## src/rtl/ex_muldiv.sv

```systemverilog
// ex_muldiv: execute-stage HI/LO unit. Runs MULT/MULTU/DIV/DIVU iteratively
// (one shift-add or restoring-divide step per cycle), holds the HI/LO
// architectural registers and requests a pipeline freeze whenever a HI/LO
// access collides with a running operation.
//
// Build option: define MULDIV_FAST_MULT_EN to compute MULT/MULTU with a
// single-cycle 64-bit multiplier (divide remains iterative).
//
// Ports:
//   clk, rst            clock (rising edge), async active-high reset
//   startIn, opIn       launch request; 00 MULT, 01 MULTU, 10 DIV, 11 DIVU
//   rsValueIn/rtValueIn operand A (multiplicand/dividend), operand B
//   hiWeIn/loWeIn       mthi/mtlo write enables, data on wdataIn
//   readIn              mfhi/mflo present in EX
//   hiOut/loOut         committed HI/LO registers
//   busyOut             operation in progress
//   doneOut             one-cycle pulse after HI/LO written by mult/div
//   stallOut            combinational freeze request to hazard logic
//
// state | meaning
// IDLE  | waiting; accepts start or mthi/mtlo
// CALC  | one multiply/divide step per cycle, ITERATIONS steps
// FIX   | sign correction and HI/LO commit
module ex_muldiv #(
    parameter int DATA_WIDTH = 32,
    parameter int ITERATIONS = 32
) (
    input  logic                  clk,
    input  logic                  rst,
    input  logic                  startIn,
    input  logic [1:0]            opIn,
    input  logic [DATA_WIDTH-1:0] rsValueIn,
    input  logic [DATA_WIDTH-1:0] rtValueIn,
    input  logic                  hiWeIn,
    input  logic                  loWeIn,
    input  logic [DATA_WIDTH-1:0] wdataIn,
    input  logic                  readIn,
    output logic [DATA_WIDTH-1:0] hiOut,
    output logic [DATA_WIDTH-1:0] loOut,
    output logic                  busyOut,
    output logic                  doneOut,
    output logic                  stallOut
);
    localparam int W = DATA_WIDTH;
    localparam logic [5:0] LAST_STEP = 6'(ITERATIONS - 1);

    typedef enum logic [1:0] {S_IDLE, S_CALC, S_FIX} state_t;

    state_t         state_q;
    logic [5:0]     cnt_q;
    logic [1:0]     op_q;
    logic [W-1:0]   a_q;       // multiplicand (mult) or divisor (div) magnitude
    logic [2*W-1:0] acc_q;     // {partial product} or {remainder, dividend/quotient}
    logic [W-1:0]   raw_a_q;   // dividend as supplied, for divide-by-zero
    logic           neg_q;     // negate product / quotient
    logic           neg_r_q;   // negate remainder
    logic           dzero_q;
    logic [W-1:0]   hi_q, lo_q;
    logic           busy_q, done_q;

    logic           sign_a, sign_b;
    logic [W-1:0]   mag_a, mag_b;
    logic [W:0]     mul_sum;
    logic [2*W-1:0] mul_next;
    logic [W:0]     div_trial, div_diff;
    logic           div_ge;
    logic [2*W-1:0] div_next;
    logic [2*W-1:0] prod_fix;
    logic [W-1:0]   quot_fix, rem_fix;

    always_comb begin
        sign_a = ~opIn[0] & rsValueIn[W-1];
        sign_b = ~opIn[0] & rtValueIn[W-1];
        mag_a  = sign_a ? -rsValueIn : rsValueIn;
        mag_b  = sign_b ? -rtValueIn : rtValueIn;

        // Shift-add: add multiplicand into the upper half when LSB set, then
        // shift the whole accumulator right, carry included.
        mul_sum  = {1'b0, acc_q[2*W-1:W]} + (acc_q[0] ? {1'b0, a_q} : '0);
        mul_next = {mul_sum, acc_q[W-1:1]};

        // Restoring divide: bring in the next dividend bit, subtract if it fits.
        div_trial = acc_q[2*W-1:W-1];
        div_diff  = div_trial - {1'b0, a_q};
        div_ge    = div_trial >= {1'b0, a_q};
        div_next  = {(div_ge ? div_diff[W-1:0] : div_trial[W-1:0]), acc_q[W-2:0], div_ge};

        prod_fix = neg_q   ? -acc_q          : acc_q;
        quot_fix = neg_q   ? -acc_q[W-1:0]   : acc_q[W-1:0];
        rem_fix  = neg_r_q ? -acc_q[2*W-1:W] : acc_q[2*W-1:W];
    end

`ifdef MULDIV_FAST_MULT_EN
    logic [2*W-1:0] fast_prod;
    always_comb begin
        if (opIn[0])
            fast_prod = {{W{1'b0}}, rsValueIn} * {{W{1'b0}}, rtValueIn};
        else
            fast_prod = {{W{rsValueIn[W-1]}}, rsValueIn} * {{W{rtValueIn[W-1]}}, rtValueIn};
    end
`endif

    always_ff @(posedge clk or posedge rst) begin
        if (rst) begin
            state_q <= S_IDLE;
            cnt_q   <= '0;
            op_q    <= '0;
            a_q     <= '0;
            acc_q   <= '0;
            raw_a_q <= '0;
            neg_q   <= 1'b0;
            neg_r_q <= 1'b0;
            dzero_q <= 1'b0;
            hi_q    <= '0;
            lo_q    <= '0;
            busy_q  <= 1'b0;
            done_q  <= 1'b0;
        end else begin
            done_q <= 1'b0;
            case (state_q)
                S_IDLE: begin
                    if (startIn) begin
                        op_q    <= opIn;
                        cnt_q   <= '0;
                        busy_q  <= 1'b1;
                        raw_a_q <= rsValueIn;
                        dzero_q <= (rtValueIn == '0);
                        neg_q   <= sign_a ^ sign_b;
                        state_q <= S_CALC;
                        if (opIn[1]) begin
                            a_q     <= mag_b;
                            acc_q   <= {{W{1'b0}}, mag_a};
                            neg_r_q <= sign_a;
                        end else begin
                            a_q     <= mag_a;
                            acc_q   <= {{W{1'b0}}, mag_b};
                            neg_r_q <= 1'b0;
                        end
`ifdef MULDIV_FAST_MULT_EN
                        // Product is already signed-correct; skip straight to commit.
                        if (!opIn[1]) begin
                            acc_q   <= fast_prod;
                            neg_q   <= 1'b0;
                            state_q <= S_FIX;
                        end
`endif
                    end else begin
                        if (hiWeIn) hi_q <= wdataIn;
                        if (loWeIn) lo_q <= wdataIn;
                    end
                end
                S_CALC: begin
                    acc_q <= op_q[1] ? div_next : mul_next;
                    cnt_q <= cnt_q + 6'd1;
                    if (cnt_q == LAST_STEP) state_q <= S_FIX;
                end
                S_FIX: begin
                    if (op_q[1]) begin
                        if (dzero_q) begin
                            lo_q <= '1;
                            hi_q <= raw_a_q;
                        end else begin
                            lo_q <= quot_fix;
                            hi_q <= rem_fix;
                        end
                    end else begin
                        hi_q <= prod_fix[2*W-1:W];
                        lo_q <= prod_fix[W-1:0];
                    end
                    busy_q  <= 1'b0;
                    done_q  <= 1'b1;
                    state_q <= S_IDLE;
                end
                default: state_q <= S_IDLE;
            endcase
        end
    end

    assign hiOut    = hi_q;
    assign loOut    = lo_q;
    assign busyOut  = busy_q;
    assign doneOut  = done_q;
    assign stallOut = busy_q & (startIn | readIn | hiWeIn | loWeIn);

endmodule

```

## config.mk

```make
export PLATFORM = sky130hd
export DESIGN_NAME = ex_muldiv
export DESIGN_NICKNAME = d
export VERILOG_FILES = /design/src/rtl/ex_muldiv.sv
export SDC_FILE = /design/constraint.sdc
export NUM_CORES = 1
export LEC_CHECK = 0
export ABC_AREA = 1
export CAP_MARGIN = 25
export CORE_AREA = 2 2 213 215
export CTS_BUF_LIST = sky130_fd_sc_hd__clkbuf_16
export DETAILED_ROUTE_END_ITERATION = 12
export DIE_AREA = 0 0 215 217
export SLEW_MARGIN = 10
export SYNTH_ARGS = -nofsm -noshare
export SYNTH_HDL_FRONTEND = slang
export SYNTH_SLANG_ARGS = --single-unit
```

## constraint.sdc

```tcl
create_clock -name clk -period 16.9 [get_ports clk]
set_input_delay 5.07 -clock clk [delete_from_list [all_inputs] [get_ports clk]]
set_output_delay 5.07 -clock clk [all_outputs]
set_load 0.01 [all_outputs]
```

==> metrics.log, run 1 <==
[metrics] status: finished clean
[metrics] top fanout value on the critical path: 2
[metrics] HPWL after DPL: approximately 70000 um
[metrics] maximum number of pins on one net before global-route repair: 136
[metrics] Cells after Synth: 3328
[metrics] Highest Clock Rate: approximately 90 MHz
[metrics] routed wire length: 89890 um
[metrics] Gates resized, CTS repair: 0
[metrics] cell type with the largest total area after synthesis: sky130_fd_sc_hd__dfrtp_1
[metrics] Die Height: 217 um
[metrics] maximum clock insertion buffer count: 3
[metrics] buffers inserted during post-CTS setup optimization: 0
[metrics] critical setup path kind: in -> out
[metrics] Required @ worst endpoint: 11.83 ns
[metrics] worst min path class: reg -> reg
[metrics] post-route clock skew: 0.02067 ns
[metrics] Ys Warns: 0
[metrics] clock transition time at the flip-flop clock pins of the worst setup and hold paths: 0.06 ns
[metrics] Area contributors post-synth: sky130_fd_sc_hd__dfrtp_1, sky130_fd_sc_hd__nand2_1, sky130_fd_sc_hd__nand3_1
[metrics] data arrival time of the critical path: 6.30 ns
[metrics] final hold violation count: 0
[metrics] DIE WIDTH: 215 um
[metrics] Rows: 78
[metrics] top cell types by occurrence after synthesis: sky130_fd_sc_hd__nand2_1, sky130_fd_sc_hd__nor2_1, sky130_fd_sc_hd__inv_1, sky130_fd_sc_hd__nand3_1, sky130_fd_sc_hd__o21ai_0
[metrics] TritonCTS clock tree: built
[metrics] final core utilization: 50.78%
[metrics] total via count after detailed routing: 23430
[metrics] routed vias/inst: 5.801
[metrics] Nets: 3595
[metrics] Worst Setup Start Kind: input port
[metrics] share of layout cells above drive strength 1: under 10%
[metrics] I/O Buffers: 170
[metrics] number of enable flip-flop cells after synthesis: 0
[metrics] final critical path time including I/O delays and setup: 11.37 ns
[metrics] worst hold slack across all endpoints: 0.4865 ns
[metrics] sequential cell area fraction in the yosys report: 26.21%
[metrics] Final ANT Viol Nets: 0
[metrics] total power divided by cell area: 224.4 nW/um2
[metrics] final slew viol count: 0
[metrics] Synth Register Bits: between 200 and 250
[metrics] worst rel slew slack: between 30% and 40%
[metrics] dominant register cell in the synthesized netlist: sky130_fd_sc_hd__dfrtp_1
[metrics] post-synth cell types: 53
[metrics] top-level port count: between 150 and 200
[metrics] number of setup violations in the final report: 0
[metrics] weighted congestion at the end of routability-driven global placement: 1.022
[metrics] final global-route overflow total: 0
[metrics] number of DRC violations after detailed-routing iteration 0: just under 3000
[metrics] share of the clock period used by the worst path after layout: 67.27%
[metrics] Tot GR Track Use: 37.39%
[metrics] initial core utilization: 44.01%
[metrics] register-to-register setup slack: ~13 ns
[metrics] Synth Net Count: 3503
[metrics] die area: 46660 um2
[metrics] clock latency at the later pin of the worst-skew pair: 0.58 ns
[metrics] antenna violations before repair: 2
[metrics] average routed wire per standard cell: 22.26 um
[metrics] hold_buf cts: 0
[metrics] Max IR drop VDD: 0.1877 mV
[metrics] H-tree Lvls: 1
[metrics] LEAKAGE: 11.04 nW
[metrics] number of global-route vias before repair: about 21000
[metrics] CTS buffer count: 25
[metrics] count of clock tree sinks: 206
[metrics] top-area cell type share of the netlist area: 26.21%
[metrics] category of the worst setup path capture point: primary output
[metrics] global-route wire length before repair: 132500 um
[metrics] detailed-router iteration count before antenna repair: 9
[metrics] Mapped Avg Cell Area: approximately 5.9 um2
[metrics] number of diodes added for antenna fixing: 0
[metrics] total of fill cells in the finished design: between 4000 and 5000
[metrics] area growth from synthesis to layout: 15.39%
[metrics] aggregate negative setup slack: 0 ns
[metrics] RSZ-0062 raised after global routing: no
[metrics] number of DRC violations after detailed routing: 0
[metrics] Root Buffer: sky130_fd_sc_hd__clkbuf_16
[metrics] Worst Tran Pin Value: 1.048 ns
[metrics] share of async-settable or async-resettable flops after synthesis: between 90% and 100%
[metrics] dominant cell by count in the synthesized netlist: sky130_fd_sc_hd__nand2_1
[metrics] Max Cap Viol: 0
[metrics] area inside the core boundary: 44700 um2
[metrics] synthesized cell area: 19670 um2
-- worst max-delay path: stages --
cell and delay, ns:
sky130_fd_sc_hd__clkdlybuf4s50_1 0.50, sky130_fd_sc_hd__nor3_1 0.06, sky130_fd_sc_hd__a21oi_1 0.12, sky130_fd_sc_hd__clkdlybuf4s50_1 0.55
-- metal layers --
metal | vias to the layer above | part of all wire, % | track usage, %
met5 | - | 0.029 | 0
met4 | 4 | 3.7 | 12.83
met3 | 155 | 11 | 7.407
met2 | 1334 | 41 | 54.07
met1 | 10930 | 44 | 55.21
li1 | 11000 | - | -
-- final timing paths --
path                       cells past startpoint   endpoint      from
min                                            2   loOut[6]  loOut[6]
min reg2reg                                    2   loOut[6]  loOut[6]
max in group asynchronous                      3   hiOut[4]       rst
max reg2reg                                   20  acc_q[59]  acc_q[0]
min in group asynchronous                      2  acc_q[40]       rst
max                                            4   stallOut   startIn
-- where the power goes --
part,total [W],switching (W),internal (W)
registers,0.00112,0.000390,0.000734
logic,0.00338,0.00230,0.00107
clock network,0.000593,0.000245,0.000348
total,0.00509,0.00294,0.00215
-- flip-flops by register name, indices dropped and copies added (netlist names) --
| name | cells |
|---|---|
| loOut | 32 |
| acc_q | 64 |
| state_q | 2 |
| doneOut | 1 |
| hiOut | 32 |
| busyOut | 1 |
| dzero_q | 1 |
| a_q | 32 |
| neg_r_q | 1 |
| op_q | 1 |
| raw_a_q | 32 |
| cnt_q | 6 |
| neg_q | 1 |
-- final cells by class --
| cell class | instances | area [um2] | area share, % |
|---|---|---|---|
| Inverter | 401 | 1515 | 6.675 |
| Clock buffer | 25 | 625.6 | 2.756 |
| Multi-Input combinational cell | 2592 | 12500 | 55.05 |
| Sequential cell | 206 | 5157 | 22.72 |
| Timing Repair Buffer | 194 | 1902 | 8.378 |
| Clock inverter | 20 | 252.7 | 1.113 |
| Tap cell | 600 | 750.7 | 3.307 |
-- cell usage in the layout, fill, tap and decap left out, types with 5 or more instances in the layout --
cell type | Yosys | layout
sky130_fd_sc_hd__a31oi_1 | 18 | 18
sky130_fd_sc_hd__xor2_1 | 51 | 51
sky130_fd_sc_hd__bufinv_16 | 0 | 5
sky130_fd_sc_hd__ha_1 | 69 | 69
sky130_fd_sc_hd__buf_4 | 1 | 23
sky130_fd_sc_hd__nor2_2 | 14 | 15
sky130_fd_sc_hd__inv_1 | 388 | 387
sky130_fd_sc_hd__nand4_1 | 42 | 42
sky130_fd_sc_hd__clkbuf_16 | 0 | 25
sky130_fd_sc_hd__o21ai_1 | 24 | 24
sky130_fd_sc_hd__clkinv_1 | 2 | 6
sky130_fd_sc_hd__nand3_1 | 339 | 339
sky130_fd_sc_hd__nand2_1 | 970 | 970
sky130_fd_sc_hd__xnor2_1 | 5 | 5
sky130_fd_sc_hd__nor3_1 | 24 | 24
sky130_fd_sc_hd__o211ai_1 | 32 | 32
sky130_fd_sc_hd__nand3_2 | 6 | 6
sky130_fd_sc_hd__dfrtp_1 | 206 | 204
sky130_fd_sc_hd__nor2_4 | 4 | 7
sky130_fd_sc_hd__clkdlybuf4s50_1 | 0 | 170
sky130_fd_sc_hd__nor2_1 | 415 | 411
sky130_fd_sc_hd__a21oi_1 | 244 | 244
sky130_fd_sc_hd__o221ai_1 | 9 | 9
sky130_fd_sc_hd__inv_2 | 10 | 11
sky130_fd_sc_hd__o21ai_0 | 249 | 249
sky130_fd_sc_hd__nand2_2 | 10 | 10
sky130_fd_sc_hd__nand3b_1 | 16 | 16
sky130_fd_sc_hd__a22oi_1 | 10 | 10
-- through the flow --
step           power [W]  std cells  cell area [um2]  setup WS [ns]
5_1_grt         0.005446       4038            22700          5.458
3_3_place_gp    0.004317       3992            21790          5.501
2_1_floorplan   0.003127       3328            19670          6.206
6_report        0.005094       4038            22700          5.532
4_1_cts         0.004969       4037            22670          5.527
3_5_place_dp    0.004358       3992            21790          5.533
-- cell families after synthesis --
logic type      synth area share (%)
compound gates                 16.73
xor+xnor                       2.493
fa+ha+maj                      4.592
buf+inv                        10.48
flops                          26.21
simple gates                   39.50
Note: power is estimated with default switching activity, not from simulation.
==> inputs of run 2 (changes only) <==
--- a/config.mk
+++ b/config.mk
@@ -11,6 +11,7 @@
 export CTS_BUF_LIST = sky130_fd_sc_hd__clkbuf_16
 export DETAILED_ROUTE_END_ITERATION = 12
 export DIE_AREA = 0 0 215 217
+export PLACE_DENSITY = 0.66
 export SLEW_MARGIN = 10
 export SYNTH_ARGS = -nofsm -noshare
 export SYNTH_HDL_FRONTEND = slang
==> constraint.sdc (replaced) <==
create_clock -name clk -period 9.3 [get_ports clk]
set_input_delay 2.79 -clock clk [delete_from_list [all_inputs] [get_ports clk]]
set_output_delay 2.79 -clock clk [all_outputs]
set_load 0.01 [all_outputs]
==> run 2 against run 1 <==
Net effect:
- via count up 0.78%
- sequential power up 83%
- clock skew up 0.00062 ns
- critical endpoint unchanged
- non-clock buffer count unchanged
- global-route usage up 0.76 points
- largest cell class unchanged
- die area unchanged
- critical path depth unchanged
- sequential cell count unchanged
==> metrics.log, run 2 (synthesis gave the netlist of run 1 again) <==
[metrics] post-placement cell area: 21810 um2
[metrics] hold_buf cts: 0
[metrics] Max IR drop VDD: between 0.3 and 0.4 mV
[metrics] final global-route overflow total: 0
[metrics] LEAKAGE: 11.08 nW
[metrics] share of the clock period used by the worst path after layout: 73.10%
[metrics] number of global-route vias before repair: 21520
[metrics] final critical path time including I/O delays and setup: 6.799 ns
[metrics] cell depth of the worst min-delay path: 2
[metrics] worst rel slew slack: 25.46%
[metrics] die area: 46660 um2
[metrics] register-to-register setup slack: roughly 5.6 ns
[metrics] share of layout cells above drive strength 1: 3.806%
[metrics] category of the worst setup path capture point: primary output
[metrics] aggregate negative setup slack: 0 ns
[metrics] Gates resized, CTS repair: 0
[metrics] reg2reg path depth: 19
[metrics] worst min path class: reg -> reg
[metrics] Worst Setup Start Kind: input port
[metrics] count of clock tree sinks: about 200
[metrics] average routed wire per standard cell: between 20 and 25 um
[metrics] TritonCTS clock tree: built
[metrics] final core utilization: 50.92%
[metrics] CTS buffer count: 27
[metrics] highest-count cells in the layout ignoring fill and taps: sky130_fd_sc_hd__nand2_1, sky130_fd_sc_hd__nor2_1, sky130_fd_sc_hd__inv_1
[metrics] clock transition time at the flip-flop clock pins of the worst setup and hold paths: roughly 0.06 ns
[metrics] switching pwr: about 0.0052 W
[metrics] top fanout value on the critical path: 2
[metrics] clock share of power: 11.9%
[metrics] routed vias/inst: 5.838
[metrics] area inside the core boundary: 44700 um2
[metrics] worst hold slack across all endpoints: 0.4856 ns
[metrics] share of power burned in combinational logic: 65.7%
[metrics] Rows: 78
[metrics] DIE WIDTH: 215 um
[metrics] number of setup violations in the final report: 0
[metrics] final hold violation count: 0
[metrics] Root Buffer: sky130_fd_sc_hd__clkbuf_16
[metrics] Nets: 3597
[metrics] data arrival time of the critical path: 4.01 ns
[metrics] HPWL after DPL: 72080 um
[metrics] Internal: 0.003929 W
[metrics] H-tree Lvls: 1
[metrics] antenna violations before repair: 5
[metrics] maximum clock insertion buffer count: 3
[metrics] weighted congestion at the end of routability-driven global placement: 1.055
[metrics] net switching share of the total power: 57.06%
[metrics] Required @ worst endpoint: 6.51 ns
[metrics] top-level port count: 171
[metrics] Power, Total: slightly above 0.009 W
[metrics] final slew viol count: 0
[metrics] critical setup path kind: in -> out
[metrics] I/O Buffers: 170
[metrics] sequential fraction of design power: 22.4%
[metrics] global-route wire length before repair: about 140000 um
[metrics] number of DRC violations after detailed-routing iteration 0: 3100
[metrics] area growth from synthesis to layout: 15.70%
[metrics] post-route clock skew: about 0.021 ns
[metrics] Tot GR Track Use: 38.15%
[metrics] register name with the most flops: acc_q
[metrics] Highest Clock Rate: 147.1 MHz
[metrics] status: finished clean
[metrics] detailed-router iteration count before antenna repair: 8
[metrics] maximum number of pins on one net before global-route repair: 86
[metrics] area of all placed cells without fillers: 22760 um2
[metrics] total via count after detailed routing: 23610
[metrics] total power divided by cell area: 402.0 nW/um2
[metrics] buffers inserted during post-CTS setup optimization: 0
[metrics] number of flip-flops in the largest register: 64
[metrics] routed wire length: 91160 um
[metrics] RSZ-0062 raised after global routing: no
[metrics] most frequent standard cell in the layout excluding fill and tap cells: sky130_fd_sc_hd__nand2_1
[metrics] initial core utilization: 44.01%
[metrics] Worst Tran Pin Value: 1.111 ns
[metrics] Die Height: 217 um
[metrics] number of DRC violations after detailed routing: 0
[metrics] Max Cap Viol: 0
[metrics] clock latency at the later pin of the worst-skew pair: 0.58 ns
[metrics] Final ANT Viol Nets: 0
## run 2: cell types whose count changed in the layout (fill, tap and decap cells not counted), moves of 2 or more
cell	change
sky130_fd_sc_hd__diode_2	+2
sky130_fd_sc_hd__inv_1	+5
sky130_fd_sc_hd__clkinv_1	-2
sky130_fd_sc_hd__clkbuf_16	+2
## run 2: stage by stage
step,instances,worst slack (ns)
floorplan,3328,0.8859
global placement,3991,2.478
detailed placement,3992,2.502
CTS,4041,2.500
global route,4042,2.439
finish,4044,2.501
## run 2: area by class of cell
class	count	area [um2]
flip-flops and latches	206	5159
well taps	600	750.7
clock inverters	22	236.5
diodes	2	5.005
inverters	401	1515
clock buffers	27	675.6
repair buffers	194	1922
fillers	4762	21940
multi-input cells	2592	12500
## run 2: path summary, 6_finish.rpt
path | start | endpoint
max | startIn | stallOut
min | loOut[21] | loOut[21]
max reg2reg | acc_q[0] | acc_q[59]
min reg2reg | loOut[21] | loOut[21]
max in group asynchronous | rst | acc_q[0]
min in group asynchronous | rst | acc_q[63]
## run 2: routing by layer
metal | part of all wire [%] | track usage (%) | vias up
met5 | 0.024 | 0 | -
met4 | 3.7 | 12.28 | 4
met3 | 11 | 7.296 | 165
met2 | 42 | 57.27 | 1307
met1 | 43 | 55.06 | 11120
li1 | - | - | 11010
## run 2: power by group through the flow
stage	combinational (W)	clock (W)	sequential, W
after floorplan	0.00398	0	0.00170
after global placement	0.00572	0	0.00200
after detailed placement	0.00581	0	0.00201
after CTS	0.00585	0.00110	0.00200
after global routing	0.00661	0.00113	0.00206
final	0.00601	0.00109	0.00205
## run 2: critical path: stages
cell and delay (ns):
sky130_fd_sc_hd__clkdlybuf4s50_1 0.50, sky130_fd_sc_hd__nor3_1 0.06, sky130_fd_sc_hd__a21oi_1 0.11, sky130_fd_sc_hd__clkdlybuf4s50_1 0.55
